--- config.mk ---
export PLATFORM = sky130hd
export DESIGN_NAME = ssp_rx
export DESIGN_NICKNAME = d
export VERILOG_FILES = /design/src/rtl/ssp_rx.sv
export SDC_FILE = /design/constraint.sdc
export NUM_CORES = 1
export LEC_CHECK = 0
export CAP_MARGIN = 20
export CORE_MARGIN = 2
export CORE_UTILIZATION = 41
export DETAILED_ROUTE_END_ITERATION = 16
export GPL_ROUTABILITY_DRIVEN = 0
export HOLD_SLACK_MARGIN = 0.02
export PLACE_DENSITY_LB_ADDON = 0.3
export SYNTH_ARGS = -nofsm -noshare
export SYNTH_HDL_FRONTEND = slang
export SYNTH_SLANG_ARGS = --single-unit
--- constraint.sdc ---
create_clock -name PCLK -period 5 [get_ports PCLK]
set_input_delay 0.5 -clock PCLK [delete_from_list [all_inputs] [get_ports PCLK]]
set_output_delay 0.5 -clock PCLK [all_outputs]
set_load 0.01 [all_outputs]
--- src/rtl/ssp_rx.sv ---
// SSP receive path: serial frame deserializer feeding a small receive FIFO.
// The FIFO is drained by PSEL/PWRITE read requests; the head word is on PRDATA.
module ssp_rx #(
  parameter int DEPTH = 4
) (
  input  logic       PCLK,
  input  logic       CLEAR_B,
  input  logic       PSEL,
  input  logic       PWRITE,
  input  logic       SSPCLKIN,
  input  logic       SSPFSSIN,
  input  logic       SSPRXD,
  output logic [7:0] PRDATA,
  output logic       SSPRXINTR,
  output logic       SSPRXOVR
);

  localparam int AW = $clog2(DEPTH);
  localparam int CW = AW + 1;
  localparam logic [CW-1:0] FULL = CW'(DEPTH);

  typedef enum logic {
    IDLE,
    SHIFT
  } state_e;

  state_e          state_q, state_d;
  logic [2:0]      bitcnt_q, bitcnt_d;
  logic [7:0]      shreg_q, shreg_d;
  logic            sclk_q;
  logic            rx_edge;
  logic            done;
  logic [7:0]      word;

  logic [7:0]      mem [DEPTH];
  logic [AW-1:0]   wr_ptr_q, rd_ptr_q;
  logic [CW-1:0]   count_q, count_d;
  logic            intr_q, ovr_q;
  logic            pop, push, ovr_d, full;

  assign rx_edge = SSPCLKIN & ~sclk_q;
  assign word    = {shreg_q[6:0], SSPRXD};

  always_ff @(posedge PCLK or negedge CLEAR_B) begin
    if (!CLEAR_B) begin
      sclk_q   <= 1'b1;
      state_q  <= IDLE;
      bitcnt_q <= 3'd0;
      shreg_q  <= 8'h00;
    end else begin
      sclk_q   <= SSPCLKIN;
      state_q  <= state_d;
      bitcnt_q <= bitcnt_d;
      shreg_q  <= shreg_d;
    end
  end

  // Frame sync on the LSB edge chains straight into the next frame.
  always_comb begin
    state_d  = state_q;
    bitcnt_d = bitcnt_q;
    shreg_d  = shreg_q;
    done     = 1'b0;
    if (rx_edge) begin
      unique case (state_q)
        IDLE: begin
          if (SSPFSSIN) begin
            state_d  = SHIFT;
            bitcnt_d = 3'd7;
          end
        end
        SHIFT: begin
          shreg_d = word;
          if (bitcnt_q == 3'd0) begin
            done = 1'b1;
            if (SSPFSSIN) begin
              bitcnt_d = 3'd7;
            end else begin
              state_d  = IDLE;
              bitcnt_d = 3'd0;
            end
          end else begin
            bitcnt_d = bitcnt_q - 3'd1;
          end
        end
        default: state_d = IDLE;
      endcase
    end
  end

  assign full  = (count_q == FULL);
  assign pop   = PSEL & ~PWRITE & (count_q != '0);
  assign push  = done & (~full | pop);
  assign ovr_d = done & full & ~pop;

  always_comb begin
    count_d = count_q;
    unique case ({push, pop})
      2'b10:   count_d = count_q + CW'(1);
      2'b01:   count_d = count_q - CW'(1);
      default: count_d = count_q;
    endcase
  end

  always_ff @(posedge PCLK or negedge CLEAR_B) begin
    if (!CLEAR_B) begin
      wr_ptr_q <= '0;
      rd_ptr_q <= '0;
      count_q  <= '0;
      intr_q   <= 1'b0;
      ovr_q    <= 1'b0;
    end else begin
      if (push) wr_ptr_q <= wr_ptr_q + AW'(1);
      if (pop)  rd_ptr_q <= rd_ptr_q + AW'(1);
      count_q <= count_d;
      intr_q  <= (count_d == FULL);
      ovr_q   <= ovr_d;
    end
  end

  // Storage needs no reset: count gates every read of it.
  always_ff @(posedge PCLK) begin
    if (push) mem[wr_ptr_q] <= word;
  end

  assign PRDATA    = (count_q != '0) ? mem[rd_ptr_q] : 8'h00;
  assign SSPRXINTR = intr_q;
  assign SSPRXOVR  = ovr_q;

endmodule
==> impl_metrics.env, run 1 <==
export IMPL_cp_max_fo=10
export IMPL_antenna_found_initial=0
export IMPL_synth_edf_count=32
export IMPL_hold_viol=0
export IMPL_fin_worst_skew_ns=0.00605
export IMPL_layout_setup_ws_ns=2.26
export IMPL_synth_cell_types=50
export IMPL_ctsResizeCount=0
export IMPL_ant_nets=0
export IMPL_slew_headroom=0.565
export IMPL_drc=0
export IMPL_rr_worst_depth=6
export IMPL_synth_common_cells="edfxtp_1, nand2_1, dfrtp_1, nor2b_1, mux4_2"
export IMPL_irDropWorstVdd_uv=224
export IMPL_crit_start="rd_ptr_q[0]"
export IMPL_critPathLaunchType="flop"
export IMPL_dp_cells=259
export IMPL_synth_area_leaders="edfxtp_1, dfrtp_1, mux4_2, nand2_1, ha_1"
export IMPL_initial_utilization=0.419
export IMPL_cp_end_kind="output pin"
export IMPL_finalCriticalPeriod_ns=2.74
export IMPL_drt_pass1_iterations=4
export IMPL_cp_arrival_ns=2.24
export IMPL_syn_area_sq_um=2450
export IMPL_coreArea_sq_um=5850
export IMPL_cts_max_level=2
export IMPL_reg2reg_to="count_q[2]"
export IMPL_power_density_nw_per_um2=515
export IMPL_dp_worst_setup_slack_ns=2.07
export IMPL_cts_root_buffer="clkbuf_8"
export IMPL_final_cells=268
export IMPL_syn_mean_instance_area_sq_um=14.0
export IMPL_io_pins=17
export IMPL_portBuffers=16
export IMPL_r2r_slack_ns=2.62
export IMPL_route_final_wire_length_mm=4.10
export IMPL_outcome="finished clean"
export IMPL_cts_hold_buffers=0
export IMPL_gr_total_overflow=0
export IMPL_num_vias=1414
export IMPL_cts_max_path_buffers=2
export IMPL_p_leak_nw=1.06
export IMPL_finalCritPeriodShare=0.548
export IMPL_cap_violations=0
export IMPL_synth_top_area_frac=0.392
export IMPL_grt_max_degree=22
export IMPL_dieArea_sq_um=6620
export IMPL_area_delta_synth_final_pct=13.3
export IMPL_die_w_um=81.3
export IMPL_timing_fmax_mhz=365
export IMPL_setup_tns_ns=0
export IMPL_cts_tree="built"
export IMPL_grt_pass1_vias=1409
export IMPL_ys_warn_count=0
export IMPL_via_per_inst=5.28
export IMPL_rows=28
export IMPL_ys_seq_area_frac=0.607
export IMPL_synth_seq_cells=53
export IMPL_critPathKind="flop to output pin"
export IMPL_worst_pin_slew_ns=0.652
export IMPL_synth_fp_nets=189
export IMPL_hp_class="primary input to async pin"
export IMPL_cts_inserted_buffers=5
export IMPL_holdWs_ns=0.433
export IMPL_synth_flop_cell="edfxtp_1"
export IMPL_netlist_instances=175
export IMPL_grt_setup_unrepaired="no"
export IMPL_grt_util_all_layers=0.144
export IMPL_cts_setup_buffers=0
export IMPL_yosys_area_top_type="edfxtp_1"
export IMPL_r2r_start="state_q"
export IMPL_cp_required_ns=4.50
export IMPL_insertion_delay_ns=0.30
export IMPL_drt_iter0_markers=81
export IMPL_finalSetupViolCount=0
export IMPL_yosys_cell_count_top_type="edfxtp_1"
export IMPL_cts_sinks=53
export IMPL_grt_pass1_wl_mm=7.05
export IMPL_die_h_um=81.3
export IMPL_clk_pin_slew_worst_paths_ns=0.09
export IMPL_hpwl_mm=2.81
export IMPL_drive_above_1_share=0.187
export IMPL_num_antenna_cells=0
export IMPL_slew_viol_final=0
export IMPL_async_flop_share=0.396
export IMPL_nNetsFinal=206
export IMPL_wl_per_cell_um=15.3
-- worst max-delay path, cell delays in order (launching register included) --
cell             delay [ns]
dfrtp_1                0.72
mux4_2                 0.58
nor2b_1                0.14
clkdlybuf4s50_1        0.49
-- final cells by class --
| class | count | area [sq um] |
|---|---|---|
| multi-input cells | 108 | 890 |
| fillers | 511 | 3070 |
| repair buffers | 17 | 188 |
| well taps | 75 | 93.8 |
| clock buffers | 5 | 68.8 |
| inverters | 7 | 26.3 |
| clock inverters | 3 | 25.0 |
| flip-flops and latches | 53 | 1490 |
-- state kept, by name (all words and copies together), names as in the netlist --
name	cells
sclk_q	1
shreg_q	7
mem	32
count_q	3
SSPRXINTR	1
wr_ptr_q	2
rd_ptr_q	2
bitcnt_q	3
state_q	1
SSPRXOVR	1
-- metrics by stage --
stage	util	cell area, sq um	total power [mW]
final	0.475	2780	1.43
after global routing	0.475	2780	1.54
after CTS	0.470	2750	1.45
after detailed placement	0.454	2660	1.20
after global placement	0.454	2660	1.19
after floorplan	-	2450	1.04
-- metal layers --
layer | GRT usage | share of wire | vias to the layer above
li1 | - | - | 678
met1 | 0.192 | 0.45 | 705
met2 | 0.236 | 0.51 | 24
met3 | 0.0300 | 0.029 | 7
met4 | 0.0475 | 0.014 | 0
met5 | 0 | 0 | -
-- placed cells by master, fill, tap and decap left out, types with 2 or more instances in the layout --
master           instances
nand2b_1                 2
nor2_2                   2
edfxtp_1                32
nand3_1                  5
nand2_1                 26
a21oi_1                  7
o311ai_1                 2
clkbuf_8                 5
and3_1                   4
nor2_1                   3
xnor2_1                  2
ha_1                     6
dfrtp_1                 20
mux4_2                   8
o211ai_1                 2
inv_1                    7
clkdlybuf4s50_1         16
nor2b_1                 10
-- where the power goes --
group	internal, mW	switching (mW)
clock	0.101	0.145
combinational	0.272	0.217
sequential	0.567	0.128
total	0.940	0.490
-- logic make-up after synthesis --
group	count (synthesis)	synth area share
AO/OA/AOI/OAI	26	0.0893
XOR/XNOR	3	0.0107
adder cells (fa/ha/maj)	7	0.0388
buffers and inverters	14	0.0306
flip-flops	53	0.607
multiplexers	9	0.0796
AND/OR/NAND/NOR	63	0.144
-- how the worst max path moves through the flow --
stage / slack [ns] / cells after the start / endpoint
floorplan: 2.85 / 8 / count_q[2]
global placement: 2.15 / 7 / count_q[2]
detailed placement: 2.07 / 7 / count_q[2]
CTS: 2.19 / 3 / PRDATA[6]
global route: 2.08 / 3 / PRDATA[3]
finish: 2.26 / 3 / PRDATA[6]
Note: power is estimated with default switching activity, not from simulation.
==> run 2: changes to the inputs <==
- clock period: 5 -> 2.8 ns (I/O delays scaled with it)
==> run 2 against run 1 <==
Against the previous run: clock skew increased by 0.0054 ns; combinational power increased by 85%; first-iteration DRC count decreased by 26%; cell count increased by 1.1%; clock power increased by 74%; non-clock buffer count increased by 3.
==> impl_metrics.env, run 2 (same netlist as run 1, synthesis figures left out) <==
export IMPL_io_pins=17
export IMPL_reg2reg_to="count_q[2]"
export IMPL_hpwl_mm=2.84
export IMPL_cts_hold_buffers=0
export IMPL_rows=28
export IMPL_grt_pass1_wl_mm=6.96
export IMPL_irDropWorstVdd_uv=404
export IMPL_cts_root_buffer="clkbuf_8"
export IMPL_critPathLaunchType="flop"
export IMPL_final_cells=271
export IMPL_cp_required_ns=2.52
export IMPL_switching_share=0.342
export IMPL_drive_above_1_share=0.199
export IMPL_finalCriticalPeriod_ns=2.47
export IMPL_drt_pass1_iterations=4
export IMPL_die_h_um=81.3
export IMPL_dp_cells=263
export IMPL_die_w_um=81.3
export IMPL_p_leak_nw=1.07
export IMPL_fin_area_sq_um=2780
export IMPL_r2r_start="bitcnt_q[0]"
export IMPL_layout_setup_ws_ns=0.330
export IMPL_grt_setup_unrepaired="no"
export IMPL_grt_util_all_layers=0.142
export IMPL_dieArea_sq_um=6620
export IMPL_wl_per_cell_um=15.3
export IMPL_power_mw=2.57
export IMPL_nFillCells=518
export IMPL_ctsResizeCount=0
export IMPL_combPwrFrac=0.351
export IMPL_num_vias=1421
export IMPL_crit_start="rd_ptr_q[0]"
export IMPL_p_int_mw=1.69
export IMPL_hp_class="primary input to async pin"
export IMPL_finalSetupViolCount=0
export IMPL_clockPowerShare=0.167
export IMPL_final_cell_mix="edfxtp_1, nand2_1, dfrtp_1"
export IMPL_critPathKind="flop to output pin"
export IMPL_cts_max_level=2
export IMPL_final_common_cell="edfxtp_1"
export IMPL_path_delay_family="flip-flops"
export IMPL_grt_max_degree=22
export IMPL_grt_pass1_vias=1421
export IMPL_cts_inserted_buffers=5
export IMPL_path_cells="mux4_2, nor2b_1, clkdlybuf4s50_1"
export IMPL_cap_violations=0
export IMPL_cp_max_fo=9
export IMPL_path_buf_inv=1
export IMPL_antenna_found_initial=0
export IMPL_area_delta_synth_final_pct=13.3
export IMPL_cp_arrival_ns=2.19
export IMPL_place_area_sq_um=2690
export IMPL_hold_viol=0
export IMPL_timing_fmax_mhz=405
export IMPL_via_per_inst=5.24
export IMPL_gr_total_overflow=0
export IMPL_ant_nets=0
export IMPL_top_regs="mem x32, shreg_q x7"
export IMPL_critical_path_endpoint="PRDATA[7]"
export IMPL_nNetsFinal=209
export IMPL_cts_max_path_buffers=2
export IMPL_cts_sinks=53
export IMPL_num_antenna_cells=0
export IMPL_slew_viol_final=0
export IMPL_initial_utilization=0.419
export IMPL_drt_iter0_markers=60
export IMPL_cts_tree="built"
export IMPL_dp_worst_setup_slack_ns=0.360
export IMPL_coreArea_sq_um=5850
export IMPL_route_final_wire_length_mm=4.16
export IMPL_largest_reg_flops=32
export IMPL_fin_worst_skew_ns=0.0114
export IMPL_p_seq_frac=0.481
export IMPL_slew_headroom=0.573
export IMPL_cp_slowest_cell="dfrtp_1"
export IMPL_cts_setup_buffers=0
export IMPL_outcome="finished clean"
export IMPL_insertion_delay_ns=0.31
export IMPL_slowest_delay_ns=0.69
export IMPL_clk_pin_slew_worst_paths_ns=0.10
export IMPL_setup_tns_ns=0
export IMPL_finalCritPeriodShare=0.882
export IMPL_power_density_nw_per_um2=925
export IMPL_portBuffers=16
export IMPL_p_sw_uw=880
export IMPL_crit_cells=3
export IMPL_drc=0
export IMPL_cp_end_kind="output pin"
export IMPL_r2r_slack_ns=0.43
export IMPL_worst_pin_slew_ns=0.639
export IMPL_largest_register="mem"
export IMPL_rr_worst_depth=8
-- run 2: changes by cell type in the layout (fill, tap and decap cells not counted) --
cell / change
buf_4: +4
clkinv_2: +1
buf_16: -1
clkinv_4: -1
-- run 2: through the flow --
step           hold slack (ns)   util
3_3_place_gp             0.530  0.459
3_5_place_dp             0.542  0.459
2_1_floorplan          -0.0156      -
4_1_cts                  0.316  0.475
5_1_grt                  0.344  0.475
6_report                 0.309  0.475
-- run 2: metal layers --
layer  share of wire  vias to the layer above  global-route usage
met5               0                        -                   0
met3           0.026                        4              0.0322
li1                -                      681                   -
met2            0.51                       22               0.239
met4           0.012                        0              0.0525
met1            0.45                      714               0.180
-- run 2: worst min-delay path by stage --
stage	from	endpoint	cells past startpoint	slack (ns)
final	CLEAR_B	state_q	2	0.31
after global routing	CLEAR_B	shreg_q[3]	2	0.34
after CTS	CLEAR_B	SSPRXOVR	2	0.32
after detailed placement	shreg_q[6]	mem[0][7]	0	0.54
after global placement	shreg_q[6]	mem[3][7]	0	0.53
after floorplan	CLEAR_B	SSPRXINTR	0	-0.02
-- run 2: worst register-to-register path: cells and delay by family (launching register included) --
kind	cells	cell delay (ns)
AOI/OAI and AO/OA	3	0.85
buffers and inverters	1	0.11
and+or+nand+nor	2	0.26
DFF	1	0.37
adders and majority gates	2	0.71
-- run 2: layout make-up --
type / instances / area (sq um) / area share
flip-flops and latches: 53 / 1490 / 0.536
well taps: 75 / 93.8 / 0.0338
clock inverters: 3 / 21.3 / 0.00766
multi-input cells: 108 / 890 / 0.320
inverters: 7 / 26.3 / 0.00946
clock buffers: 5 / 68.8 / 0.0248
repair buffers: 20 / 190 / 0.0685
-- run 2: power groups by stage --
stage,clock (mW),combinational (mW),sequential (mW)
after global placement,0,0.894,1.25
after CTS,0.439,0.911,1.24
final,0.429,0.903,1.24
after global routing,0.468,1.01,1.27
after detailed placement,0,0.909,1.26
after floorplan,0,0.722,1.13
==> run 3: changes to the inputs <==
- TNS_END_PERCENT: unset -> 50
==> results of run 3 <==
Final layout, timing and power as in run 2 (identical DEF).
